$ cat config.mk
export PLATFORM = sky130hd
export DESIGN_NAME = gshare_predictor_flat
export DESIGN_NICKNAME = d
export VERILOG_FILES = /design/src/rtl/bp_pkg.sv /design/src/rtl/gshare_predictor_if.sv /design/src/rtl/sat_counter.sv /design/src/rtl/gshare_predictor.sv /design/src/flat_wrapper.sv
export SDC_FILE = /design/constraint.sdc
export NUM_CORES = 1
export LEC_CHECK = 0
export BUFFER_PORTS_ARGS = -buffer_cell sky130_fd_sc_hd__buf_2
export CAP_MARGIN = 30
export CORE_ASPECT_RATIO = 0.7
export CORE_MARGIN = 10
export CORE_UTILIZATION = 55
export DETAILED_ROUTE_END_ITERATION = 10
export PLACE_DENSITY = 0.73
export SLEW_MARGIN = 15
export SYNTH_ARGS = -nofsm -noshare
export SYNTH_HDL_FRONTEND = slang
export SYNTH_SLANG_ARGS = --single-unit
$ cat constraint.sdc
create_clock -name clk -period 4.66 [get_ports clk]
set_clock_uncertainty 0.15 [all_clocks]
set_input_delay 0.699 -clock clk [delete_from_list [all_inputs] [get_ports clk]]
set_output_delay 0.699 -clock clk [all_outputs]
set_load 0.01 [all_outputs]
$ cat src/rtl/bp_pkg.sv
// Shared definitions for the direction predictor.
// Purpose: counter reset/saturation values as functions of the counter
//   width, and the table index hash used for both lookup and training.
// No ports (package).
package bp_pkg;

  // Weakly not-taken: the largest value whose MSB is still 0.
  // A 1-bit counter therefore starts at 0.
  function automatic int ctr_init(input int ctr_w);
    return (1 << (ctr_w - 1)) - 1;
  endfunction

  function automatic int ctr_max(input int ctr_w);
    return (1 << ctr_w) - 1;
  endfunction

  function automatic int ctr_min(input int ctr_w);
    return (ctr_w > 0) ? 0 : 0;
  endfunction

  // The history argument arrives zero-extended, so it only disturbs the
  // low HIST_W bits of the PC index. The caller truncates to IDX_W.
  function automatic logic [31:0] idx_hash(input logic [31:0] pc_bits,
                                           input logic [31:0] hist,
                                           input logic        gshare);
    return gshare ? (pc_bits ^ hist) : pc_bits;
  endfunction

endpackage

$ cat src/rtl/gshare_predictor_if.sv
// Predict/update bundle between fetch, resolve and the predictor.
// master: fetch/resolve side (drives requests and updates)
// slave : predictor side (drives prediction results and current history)
//   pred_req, pred_index                       request a prediction
//   pred_valid, pred_taken, pred_ghr           registered prediction result
//   upd_valid, upd_index, upd_ghr, upd_taken,
//   upd_mispredict                             resolved-branch training
//   ghr                                        current speculative history
interface gshare_predictor_if #(
  parameter int IDX_W  = 6,
  parameter int HIST_W = 6
);
  logic              pred_req;
  logic [IDX_W-1:0]  pred_index;
  logic              pred_valid;
  logic              pred_taken;
  logic [HIST_W-1:0] pred_ghr;
  logic              upd_valid;
  logic [IDX_W-1:0]  upd_index;
  logic [HIST_W-1:0] upd_ghr;
  logic              upd_taken;
  logic              upd_mispredict;
  logic [HIST_W-1:0] ghr;

  modport master (
    output pred_req, pred_index,
    output upd_valid, upd_index, upd_ghr, upd_taken, upd_mispredict,
    input  pred_valid, pred_taken, pred_ghr, ghr
  );

  modport slave (
    input  pred_req, pred_index,
    input  upd_valid, upd_index, upd_ghr, upd_taken, upd_mispredict,
    output pred_valid, pred_taken, pred_ghr, ghr
  );
endinterface

$ cat src/rtl/sat_counter.sv
// Saturating up/down counter, one per predictor table entry.
// Ports:
//   clk    clock, rising edge
//   rst_n  asynchronous active-low reset to the weakly not-taken value
//   i_inc  count up (stops at all-ones)
//   i_dec  count down (stops at zero); ignored when i_inc is set
//   o_ctr  current counter value
module sat_counter
  import bp_pkg::*;
#(
  parameter int CTR_W = 2
) (
  input  logic             clk,
  input  logic             rst_n,
  input  logic             i_inc,
  input  logic             i_dec,
  output logic [CTR_W-1:0] o_ctr
);

  localparam logic [CTR_W-1:0] C_INIT = CTR_W'(ctr_init(CTR_W));
  localparam logic [CTR_W-1:0] C_MAX  = CTR_W'(ctr_max(CTR_W));
  localparam logic [CTR_W-1:0] C_MIN  = CTR_W'(ctr_min(CTR_W));

  logic [CTR_W-1:0] r_ctr;

  always_ff @(posedge clk or negedge rst_n) begin
    if (!rst_n) begin
      r_ctr <= C_INIT;
    end else if (i_inc) begin
      if (r_ctr != C_MAX) r_ctr <= r_ctr + CTR_W'(1);
    end else if (i_dec) begin
      if (r_ctr != C_MIN) r_ctr <= r_ctr - CTR_W'(1);
    end
  end

  assign o_ctr = r_ctr;

endmodule

$ cat src/rtl/gshare_predictor.sv
// Branch direction predictor: 2**IDX_W saturating counters indexed either
// by PC bits (MODE=0) or PC bits XOR global history (MODE=1).
// History is shifted speculatively with each prediction and restored from
// the returned snapshot when the resolve stage reports a mispredict.
// Ports:
//   clk    clock, rising edge
//   reset  asynchronous active-low reset
//   bp     predict/update bundle (slave side), see gshare_predictor_if
module gshare_predictor
  import bp_pkg::*;
#(
  parameter int IDX_W  = 6,
  parameter int CTR_W  = 2,
  parameter int HIST_W = 6,
  parameter int MODE   = 1
) (
  input  logic                 clk,
  input  logic                 reset,
  gshare_predictor_if.slave    bp
);

  localparam int   DEPTH  = 1 << IDX_W;
  localparam logic GSHARE = (MODE == 1);

  logic [HIST_W-1:0] r_ghr;
  logic              r_pred_valid;
  logic              r_pred_taken;
  logic [HIST_W-1:0] r_pred_ghr;

  logic [IDX_W-1:0]  w_ri;
  logic [IDX_W-1:0]  w_wi;
  logic [DEPTH-1:0]  w_wr_sel;
  logic [CTR_W-1:0]  w_ctr [DEPTH];
  logic              w_rd_taken;
  logic [HIST_W-1:0] w_ghr_spec;
  logic [HIST_W-1:0] w_ghr_rec;
  logic [HIST_W-1:0] w_ghr_nxt;

  // Lookup uses the live speculative history; training uses the snapshot
  // that travelled down the pipe with the branch.
  assign w_ri = IDX_W'(idx_hash(32'(bp.pred_index), 32'(r_ghr), GSHARE));
  assign w_wi = IDX_W'(idx_hash(32'(bp.upd_index), 32'(bp.upd_ghr), GSHARE));

  assign w_wr_sel = bp.upd_valid ? (DEPTH'(1) << w_wi) : '0;

  for (genvar g = 0; g < DEPTH; g++) begin : g_tbl
    sat_counter #(.CTR_W(CTR_W)) u_ctr (
      .clk   (clk),
      .rst_n (reset),
      .i_inc (w_wr_sel[g] &  bp.upd_taken),
      .i_dec (w_wr_sel[g] & ~bp.upd_taken),
      .o_ctr (w_ctr[g])
    );
  end

  // Counters only change on the clock edge, so a same-cycle update to the
  // entry being read is naturally invisible here (read-before-write).
  assign w_rd_taken = w_ctr[w_ri][CTR_W-1];

  if (HIST_W == 1) begin : g_hist1
    assign w_ghr_spec = w_rd_taken;
    assign w_ghr_rec  = bp.upd_taken;
  end else begin : g_histn
    assign w_ghr_spec = {r_ghr[HIST_W-2:0], w_rd_taken};
    assign w_ghr_rec  = {bp.upd_ghr[HIST_W-2:0], bp.upd_taken};
  end

  // Recovery beats the speculative shift: the prediction made this cycle
  // sits on the wrong path and is flushed downstream.
  always_comb begin
    w_ghr_nxt = r_ghr;
    if (bp.upd_valid && bp.upd_mispredict) begin
      w_ghr_nxt = w_ghr_rec;
    end else if (bp.pred_req) begin
      w_ghr_nxt = w_ghr_spec;
    end
  end

  always_ff @(posedge clk or negedge reset) begin
    if (!reset) begin
      r_ghr        <= '0;
      r_pred_valid <= 1'b0;
      r_pred_taken <= 1'b0;
      r_pred_ghr   <= '0;
    end else begin
      r_ghr        <= w_ghr_nxt;
      r_pred_valid <= bp.pred_req;
      if (bp.pred_req) begin
        r_pred_taken <= w_rd_taken;
        r_pred_ghr   <= r_ghr;
      end
    end
  end

  assign bp.pred_valid = r_pred_valid;
  assign bp.pred_taken = r_pred_taken;
  assign bp.pred_ghr   = r_pred_ghr;
  assign bp.ghr        = r_ghr;

endmodule

$ cat src/flat_wrapper.sv
// flat-port wrapper written by rule: the top's interface ports become plain ports
module gshare_predictor_flat import bp_pkg::*;
#(
  parameter int IDX_W  = 6,
  parameter int CTR_W  = 2,
  parameter int HIST_W = 6,
  parameter int MODE   = 1
)
  (clk, reset, bp_pred_req, bp_pred_index, bp_upd_valid, bp_upd_index, bp_upd_ghr, bp_upd_taken, bp_upd_mispredict, bp_pred_valid, bp_pred_taken, bp_pred_ghr, bp_ghr);
  gshare_predictor_if #(.IDX_W(IDX_W), .HIST_W(HIST_W)) bp_i ();
  input  logic clk;
  input  logic reset;
  input wire logic [$bits(bp_i.pred_req)-1:0] bp_pred_req;
  input wire logic [$bits(bp_i.pred_index)-1:0] bp_pred_index;
  input wire logic [$bits(bp_i.upd_valid)-1:0] bp_upd_valid;
  input wire logic [$bits(bp_i.upd_index)-1:0] bp_upd_index;
  input wire logic [$bits(bp_i.upd_ghr)-1:0] bp_upd_ghr;
  input wire logic [$bits(bp_i.upd_taken)-1:0] bp_upd_taken;
  input wire logic [$bits(bp_i.upd_mispredict)-1:0] bp_upd_mispredict;
  output wire logic [$bits(bp_i.pred_valid)-1:0] bp_pred_valid;
  output wire logic [$bits(bp_i.pred_taken)-1:0] bp_pred_taken;
  output wire logic [$bits(bp_i.pred_ghr)-1:0] bp_pred_ghr;
  output wire logic [$bits(bp_i.ghr)-1:0] bp_ghr;
  assign bp_i.pred_req = bp_pred_req;
  assign bp_i.pred_index = bp_pred_index;
  assign bp_i.upd_valid = bp_upd_valid;
  assign bp_i.upd_index = bp_upd_index;
  assign bp_i.upd_ghr = bp_upd_ghr;
  assign bp_i.upd_taken = bp_upd_taken;
  assign bp_i.upd_mispredict = bp_upd_mispredict;
  assign bp_pred_valid = bp_i.pred_valid;
  assign bp_pred_taken = bp_i.pred_taken;
  assign bp_pred_ghr = bp_i.pred_ghr;
  assign bp_ghr = bp_i.ghr;
  gshare_predictor #(.IDX_W(IDX_W), .CTR_W(CTR_W), .HIST_W(HIST_W), .MODE(MODE)) u_core (.clk(clk), .reset(reset), .bp(bp_i));
endmodule
# After elaboration in Yosys (flattened, before gate mapping)
# Index checks and enable logic that the tools add are counted.
[classes]
bitwise = 132
magnitude_cmp = 1
eq_ne = 128
n_shift = 1
n_addsub = 128
n_mux = 262
n_reduce_logical = 258
[op_table]
columns = ["op", "n"]
rows = [
  ["$mux W2", 258],
  ["$reduce_bool A2 Y1", 193],
  ["$reduce_and A3 Y1", 64],
  ["$add A2 B1 Y2 const B", 64],
  ["$and A1 B1 Y1", 128],
  ["$ne A2 B1 Y1 const B", 64],
  ["$ne A2 B2 Y1 const B", 64],
  ["$sub A2 B1 Y2 const B", 64],
  ["$mux W64", 1],
  ["$shl A1 B6 Y64 const A", 1],
  ["$bmux W2 S6", 1],
  ["$mux W6", 2],
  ["$xor A6 B6 Y6", 2],
  ["$ge A7 B7 Y1 const B", 1],
  ["$not A6 Y7", 1],
  ["$logic_and A1 B1 Y1", 1],
  ["$not A1 Y1", 1],
]
[word_totals]
word_cells = 978
input_bits = 24
register_bits = 142

# Depth between registers and ports, before layout
# Gate-level depths: netlist (run 1).
[logic_depth]
word_depth = 7
ltp_mapped = 8
mapped_depth_nobuf = 6

# By module
# A second synthesis (run 1) with hierarchy kept.
[unflattened]
cells_unflattened = 936
hier_area_um2 = 7892.6
[by_module_without_submodules]
columns = ["mod", "area_each_um2", "seq_area_each_um2", "n_inst", "cells_each"]
rows = [
  ["sat_counter", 91.3, 51.3, 64, 10],
  ["gshare_predictor", 2047.0, 350.3, 1, 296],
]

# Least setup slack after synthesis (run 1)
# No wires, ideal clock.
[synth_timing]
path_type = "input to register"
from = "input port bp_pred_index[2]"
to = "register u_core.r_ghr[0], in the netlist u_core.bp.ghr[0]"
setup_ns = 0.129
path_slack_ns = 2.166
arrival_time_ns = 2.215
stages = 6
path_cell_list = "xor2_1 mux4_2 a311oi_1 o31ai_1 a211oi_2 o41ai_2"
[synth_between]
elab_chain_cells = 7
[synth_rtl]
columns = ["element", "line_no", "rtl"]
rows = [
  ["start: declaration", "flat_wrapper.sv:14", "input wire logic [$bits(bp_i.pred_index)-1:0] bp_pred_index;"],
  ["$xor A6 B6 Y6", "bp_pkg.sv:26", "return gshare ? (pc_bits ^ hist) : pc_bits;"],
  ["$not A6 Y7 (not written as such)", "gshare_predictor.sv:58", "assign w_rd_taken = w_ctr[w_ri][CTR_W-1];"],
  ["$bmux W2 S6", "gshare_predictor.sv:58", ""],
  ["$mux W2 (not written as such) (2 in series)", "gshare_predictor.sv:58", ""],
  ["$mux W6", "gshare_predictor.sv:74", "end else if (bp.pred_req) begin"],
  ["$mux W6", "gshare_predictor.sv:72", "if (bp.upd_valid && bp.upd_mispredict) begin"],
  ["end signal: assignment", "gshare_predictor.sv:86", "r_ghr <= w_ghr_nxt;"],
  ["end: declaration", "gshare_predictor.sv:25", "logic [HIST_W-1:0] r_ghr;"],
]
# Every way passes these cells. The select of a mux whose other input is x is not followed.
# A chain may end at the register's enable or synchronous reset.

# Worst setup path in the final report (run 1)
[layout_timing]
from = "register u_core.r_ghr[0], in the netlist u_core.bp.ghr[0]"
to = "register u_core.r_ghr[0], in the netlist u_core.bp.ghr[0]"
[layout_between]
elab_chain_cells = 7
[layout_rtl]
columns = ["element", "line_no"]
rows = [
  ["$xor A6 B6 Y6", "bp_pkg.sv:26"],
  ["$not A6 Y7 (not written as such)", "gshare_predictor.sv:58"],
  ["$bmux W2 S6", "gshare_predictor.sv:58"],
  ["$mux W2 (not written as such) (2 in series)", "gshare_predictor.sv:58"],
  ["$mux W6", "gshare_predictor.sv:74"],
  ["$mux W6", "gshare_predictor.sv:72"],
]
# Every way passes these cells. The select of a mux whose other input is x is not followed.

==> results.toml, run 1 <==
[run_status]
status = "completed"

[clock_tree]
cts_sinks = 142
tritoncts = "yes"
clockBufferDepth = 2
hold_buffers = 0
numCtsBuffers = 17
cts_resized = 0
cts_setup_buffers = 0
clockRootBuffer = "clkbuf_16"
insertion_delay_ps = 420
htree_levels = 4
clkTransAtPathRegs_ps = 60

[setup_path]
cp-startpoint = "u_core.bp.ghr[0]"
r2r_start = "u_core.bp.ghr[0]"
critPathCaptureType = "register"
crit_type = "register to register"
critPathCapture = "u_core.bp.ghr[0]"
r2r.worst_path.cells = 5
worstReg2RegEnd = "u_core.bp.ghr[0]"
critPathMaxFanout = 19
reg2reg_slack_ps = 1780
start_kind = "register"
cp.arrival_ps = 3020
required_ps = 4800

[grt]
antenna_found_initial = 1
grtUsageTotal_pct = 20.9
grt_max_degree = 107
overflow = 0
grt_pass1_wl_um = 33300
grt_pass1_vias = 6225

[detailed_routing]
met1Wirelength_um = 9970
viasPerCell = 6.27
routedWlPerCell_um = 18.5
highest_layer = "met4"
drc = 0
route.met2.wl_um = 9230
wl_um = 21200
dr_wl_met3_um = 1650
antenna_left = 0
num_vias = 7177
drt_iter0_drc = 799
first_pass_iters = 5

[layout]
n_antenna_cell = 0
mostFrequentLayoutCells = "o21ai_0 (168), nand2_1 (108), nor2_1 (102)"
n_fill_cell = 1229
fin_nets = 960
final_common_cell = "o21ai_0"
syn_to_final_growth_pct = 12.1
multi_input_area_um2 = 4250
layout.area.seq_um2 = 3630
drive_gt1_share_pct = 18.2

[yosys]
synth-compound-area-share_pct = 25.7
synth_top_family_by_area = "compound AO/OA/AOI/OAI gates"
synthCells = 913
yosysWarningCount = 0
syn_area_um2 = 8120
synth_nets = 937
synth_seq_cells = 142
synthDistinctLibCells = 44
synth_xor_area_share_pct = 2.48
yosys.area_share.simple_pct = 17.7
synth-seq-area-share_pct = 44.8
synthAdderAreaFrac_pct = 0
syn_avg_cell_area_um2 = 8.89
synth_mux_area_share_pct = 6.46

[power_and_ir_drop]
net-switching-power_mw = 1.04
seqPwrFrac_pct = 43.4
intPower_mw = 2.46
pwr-share-clk_pct = 40.8
p_comb_share_pct = 15.8
p_leak_nw = 3.21
switching_share_pct = 29.8
power.density_nw_per_um2 = 384
total_power_mw = 3.50
ir_drop_mv = 0.270

[sta]
finalCritPeriodShare_pct = 61.9
finalSetupViolations = 0
tns_ps = 0
rsz0062_at_grt = "no"
period_needed_ps = 2880
fmax_mhz = 347
finalMaxSlewViolations = 0
tightest_slew_ps = 930
slew_headroom_pct = 37.5
fin_hold_ws_ps = 72.5
hold_viol_final = 0

[floorplanning]
fp.dieArea_um2 = 20100
die_w_um = 165
die_y_um = 122
core_area_um2 = 14600
start_util_pct = 55.7
ios = 38
rows = 37

[placed_design]
dp_hpwl_um = 14000
port-buffer-count = 37
place_congestion = 0.827

[min_path]
hp-class = "input port to asynchronous set/reset pin"

[run]
drv_cap = 0
-- registers in the layout, summed over array words and instances, names as in the netlist --
signal and count:
u_core.bp.pred_valid 1, u_core.bp.pred_taken 1, u_core.bp.ghr 6, u_core.bp.pred_ghr 6, u_core.g_tbl.u_ctr.o_ctr 128
-- Yosys cell counts, drive strengths merged --
cell type | instances | share of area [%]
dfstp | 64 | 21
nor4 | 11 | 1.5
a22oi | 1 | 0.092
nand4 | 10 | 0.77
buf | 16 | 1.1
and3 | 4 | 0.31
nand2 | 108 | 5.0
o41ai | 1 | 0.20
o21ai | 169 | 10
nor3b | 24 | 2.2
a211oi | 14 | 1.4
nand3 | 8 | 0.49
o211ai | 11 | 1.0
and2 | 6 | 0.46
a2111oi | 1 | 0.11
o31ai | 21 | 1.9
mux2i | 7 | 0.86
xor2 | 11 | 1.3
a311oi | 2 | 0.22
o2111ai | 1 | 0.11
a221o | 13 | 1.6
a21boi | 1 | 0.092
inv | 5 | 0.23
xnor2 | 9 | 1.2
nor2 | 102 | 4.7
mux4 | 13 | 4.1
o22ai | 1 | 0.077
mux2 | 11 | 1.5
dfrtp | 78 | 24
a31oi | 36 | 2.8
a21oi | 91 | 5.6
nand3b | 14 | 1.3
clkbuf | 33 | 1.5
nor3 | 15 | 0.92
a41o | 1 | 0.12
-- worst max-delay path, stage by stage (launching register included) --
cell	delay, ps
dfrtp_1	470
xnor2_4	720
mux4_1	640
mux2_2	320
a211oi_2	310
o41ai_2	120
-- cells by family after synthesis --
kind of cell,after synthesis
AO/OA/AOI/OAI,364
AND/OR/NAND/NOR,302
flip-flops,142
buffers and inverters,54
multiplexers,31
XOR/XNOR,20
-- metrics by stage --
step           util [%]  instances  instance area (um^2)  setup WS, ps
4_1_cts            62.0       1140                  9040          1820
6_report           62.4       1144                  9100          1780
2_1_floorplan         -        913                  8120          2170
3_3_place_gp       57.8       1107                  8420          1520
5_1_grt            62.4       1144                  9100          1710
3_5_place_dp       57.9       1108                  8440          1440
-- worst min path at each step --
stage	start	end	slack [ps]
6_report	reset	u_core.g_tbl[49].u_ctr.o_ctr[1]	70
5_1_grt	reset	u_core.g_tbl[49].u_ctr.o_ctr[1]	110
4_1_cts	reset	u_core.g_tbl[49].u_ctr.o_ctr[1]	310
3_5_place_dp	u_core.bp.pred_ghr[1]	u_core.bp.pred_ghr[1]	340
3_3_place_gp	u_core.bp.pred_ghr[1]	u_core.bp.pred_ghr[1]	340
2_1_floorplan	reset	u_core.bp.ghr[0]	250
-- power groups by stage --
| stage | Sequential, mW | Combinational [mW] | Clock [mW] |
|---|---|---|---|
| 6_report | 1.52 | 0.553 | 1.43 |
| 4_1_cts | 1.51 | 0.539 | 1.44 |
| 5_1_grt | 1.54 | 0.597 | 1.50 |
| 2_1_floorplan | 1.51 | 0.364 | 0 |
| 3_3_place_gp | 1.53 | 0.529 | 0 |
| 3_5_place_dp | 1.53 | 0.539 | 0 |
-- area by class of cell --
class | count | share of cell area (%)
repair buffers | 53 | 3.81
well taps | 195 | 2.68
inverters | 5 | 0.220
clock buffers | 20 | 4.91
clock inverters | 12 | 1.75
flip-flops and latches | 142 | 39.9
multi-input cells | 717 | 46.7
-- layer usage --
metal / vias to the layer above / track usage, %
met5: - / 0
met4: 0 / 6.62
met3: 25 / 4.18
met2: 267 / 30.0
met1: 3443 / 31.0
li1: 3442 / -
Note: power is estimated with default switching activity, not from simulation.
==> run 2, diff against run 1 <==
--- a/config.mk
+++ b/config.mk
@@ -5,13 +5,14 @@
 export SDC_FILE = /design/constraint.sdc
 export NUM_CORES = 1
 export LEC_CHECK = 0
+export ABC_AREA = 1
 export BUFFER_PORTS_ARGS = -buffer_cell sky130_fd_sc_hd__buf_2
 export CAP_MARGIN = 30
 export CORE_ASPECT_RATIO = 0.7
 export CORE_MARGIN = 10
 export CORE_UTILIZATION = 55
 export DETAILED_ROUTE_END_ITERATION = 10
-export PLACE_DENSITY = 0.73
+export PLACE_DENSITY = 0.75
 export SLEW_MARGIN = 15
 export SYNTH_ARGS = -nofsm -noshare
 export SYNTH_HDL_FRONTEND = slang
==> constraint.sdc (replaced) <==
create_clock -name clk -period 2.6 [get_ports clk]
set_clock_uncertainty 0.15 [all_clocks]
set_input_delay 0.39 -clock clk [delete_from_list [all_inputs] [get_ports clk]]
set_output_delay 0.39 -clock clk [all_outputs]
set_load 0.01 [all_outputs]
==> results.toml, run 2 <==
[yosys]
synth_xor_area_share_pct = 2.16
syn_avg_cell_area_um2 = 7.44
yosys-top-cells-count = "o21ai_0 (266), nand2_1 (203), inv_1 (150)"
synth_top_cell_by_area = "dfrtp_1"
yosys.area.top_type_share_pct = 24.4
yosysWarningCount = 0
synth_edf_count = 0
ys.flop_type = "dfrtp_1"
syn_area_um2 = 8010
synth_top_family_by_area = "compound AO/OA/AOI/OAI gates"
synth_mux_area_share_pct = 0
yosys.area_share.simple_pct = 18.5
synthAdderAreaFrac_pct = 0
synth-seq-area-share_pct = 45.4
yosysMostFrequentCell = "o21ai_0"
synthDistinctLibCells = 31
synth_nets = 1100
synth_area_leaders = "dfrtp_1 (24%), dfstp_2 (21%), o21ai_0 (17%)"
synth_seq_cells = 142
synthCells = 1076
synth-compound-area-share_pct = 24.4
synthArstFlopShare_pct = 100

[clock_tree]
htree_levels = 4
numCtsBuffers = 17
cts_setup_buffers = 0
tritoncts = "yes"
clkTransAtPathRegs_ps = 60
cts_resized = 0
clockBufferDepth = 2
cts_sinks = 142
hold_buffers = 1
clockRootBuffer = "clkbuf_16"
insertion_delay_ps = 430

[detailed_routing]
wl_um = 21700
routedWlPerCell_um = 16.5
first_pass_iters = 6
route.met2.wl_um = 9790
dr_wl_met3_um = 1910
highest_layer = "met4"
drc = 0
num_vias = 7645
met1Wirelength_um = 9530
drt_iter0_drc = 1120
antenna_left = 0
viasPerCell = 5.82

[sta]
period_needed_ps = 2110
worst_slack_ps = 494
rsz0062_at_grt = "no"
slew_headroom_pct = 47.6
finalSetupViolations = 0
finalMaxSlewViolations = 0
tns_ps = 0
fmax_mhz = 475
finalCritPeriodShare_pct = 81.0
hold_viol_final = 0
tightest_slew_ps = 783

[setup_path]
crit_type = "register to register"
critPathCaptureType = "register"
worst-path-buf-inv = 1
cp_slowest_cell = "dfrtp_1"
timing.critical_path.mode_cell = "nand3_1"
critPathMaxFanout = 18
required_ps = 2770
slowest_delay_ps = 440
cp_top_family = "simple AND/OR/NAND/NOR gates"
cp-startpoint = "u_core.bp.ghr[0]"
crit_chain = "nand2_1, nand2_1, buf_4, nand2_1, nand3_1, nand3_1, nand3_1, nand3_1, nand3_1, nand2_1, nand3_1, nand2_1"
r2r_start = "u_core.bp.ghr[0]"
start_kind = "register"
cp.arrival_ps = 2270

[layout]
n_fill_cell = 1216
final_common_cell = "o21ai_0"
multi_input_area_um2 = 3610
mostFrequentLayoutCells = "o21ai_0 (266), nand2_1 (203), inv_1 (149)"
final_area_um2 = 9060
fin_nets = 1135
drive_gt1_share_pct = 15.3
syn_to_final_growth_pct = 13.1
final_cell_count_no_fill = 1314
layout.area.seq_um2 = 3630
largest_reg_flops = 128
n_antenna_cell = 0

[power_and_ir_drop]
p_leak_nw = 4.17
ir_drop_mv = 0.572
switching_share_pct = 34.8
p_comb_share_pct = 25.3
pwr-share-clk_pct = 31.3
power.density_nw_per_um2 = 923
intPower_mw = 5.45
net-switching-power_mw = 2.91
seqPwrFrac_pct = 43.4

[grt]
grt_pass1_vias = 7232
grt_max_degree = 85
antenna_found_initial = 0
grt_pass1_wl_um = 36100
grtUsageTotal_pct = 22.3
overflow = 0

[floorplanning]
core_area_um2 = 14100
die_w_um = 164
fp.dieArea_um2 = 19900
ios = 38
die_y_um = 121
rows = 36
start_util_pct = 56.8

[min_path]
hp-class = "input port to register"
worstHoldStart = "bp_pred_req"

[placed_design]
placed_cells = 1281
dpl_cell_area_um2 = 8420
dp_hpwl_um = 14800
place_congestion = 0.925
port-buffer-count = 37
place_ws_ps = 376

[run_status]
status = "completed"

[run]
drv_cap = 0
==> run 2: worst register-to-register path, stage by stage, from the launching register on <==
cell	delay (ps)
dfrtp_1	440
nand2_1	230
nand2_1	150
buf_4	250
nand2_1	90
nand3_1	130
nand3_1	90
nand3_1	90
nand3_1	70
nand3_1	90
nand2_1	80
nand3_1	70
nand2_1	60
==> run 2: per-layer routing <==
layer,GRT usage (%),vias up
met4,6.18,0
met3,5.29,45
met5,0,-
met1,31.0,3620
li1,-,3637
met2,33.9,343
==> run 2: cell type report <==
cell class | count | share of cell area [%]
inverters | 153 | 6.34
clock buffers | 19 | 4.78
repair buffers | 56 | 4.13
multi-input cells | 741 | 39.9
well taps | 190 | 2.63
flip-flops and latches | 142 | 40.1
clock inverters | 13 | 2.09
==> run 2: worst paths after layout <==
path / cells after the start / endpoint / slack, ps
worst max-delay path: 12 / u_core.bp.ghr[0] / 490
worst min-delay path: 1 / u_core.bp.pred_valid / 10
worst max register to register: 12 / u_core.bp.ghr[0] / 490
worst min register to register: 2 / u_core.bp.pred_ghr[0] / 330
max in group asynchronous: 3 / u_core.g_tbl[42].u_ctr.o_ctr[0] / 1180
min in group asynchronous: 2 / u_core.g_tbl[38].u_ctr.o_ctr[1] / 350
==> run 2: stage by stage <==
step	total power [mW]	hold WS, ps	util (%)
final	8.36	13.7	64.2
after global routing	8.89	16.0	64.2
after CTS	8.32	16.4	64.2
after detailed placement	5.70	250	59.8
after global placement	5.61	248	59.8
after floorplan	4.99	-55.6	-
==> run 2: logic make-up (layout without fill, tap and decap cells) <==
logic type             after synthesis  count (layout)
AO/OA/AOI/OAI                      370             370
XOR/XNOR                            12              12
buffers and inverters              193             241
flip-flops                         142             142
AND/OR/NAND/NOR                    359             359
==> run 2: power groups by stage <==
| stage | clock [mW] | sequential (mW) | combinational, mW |
|---|---|---|---|
| floorplan | 0 | 3.50 | 1.50 |
| global placement | 0 | 3.59 | 2.01 |
| detailed placement | 0 | 3.62 | 2.08 |
| CTS | 2.62 | 3.60 | 2.10 |
| global route | 2.73 | 3.73 | 2.43 |
| finish | 2.62 | 3.62 | 2.12 |
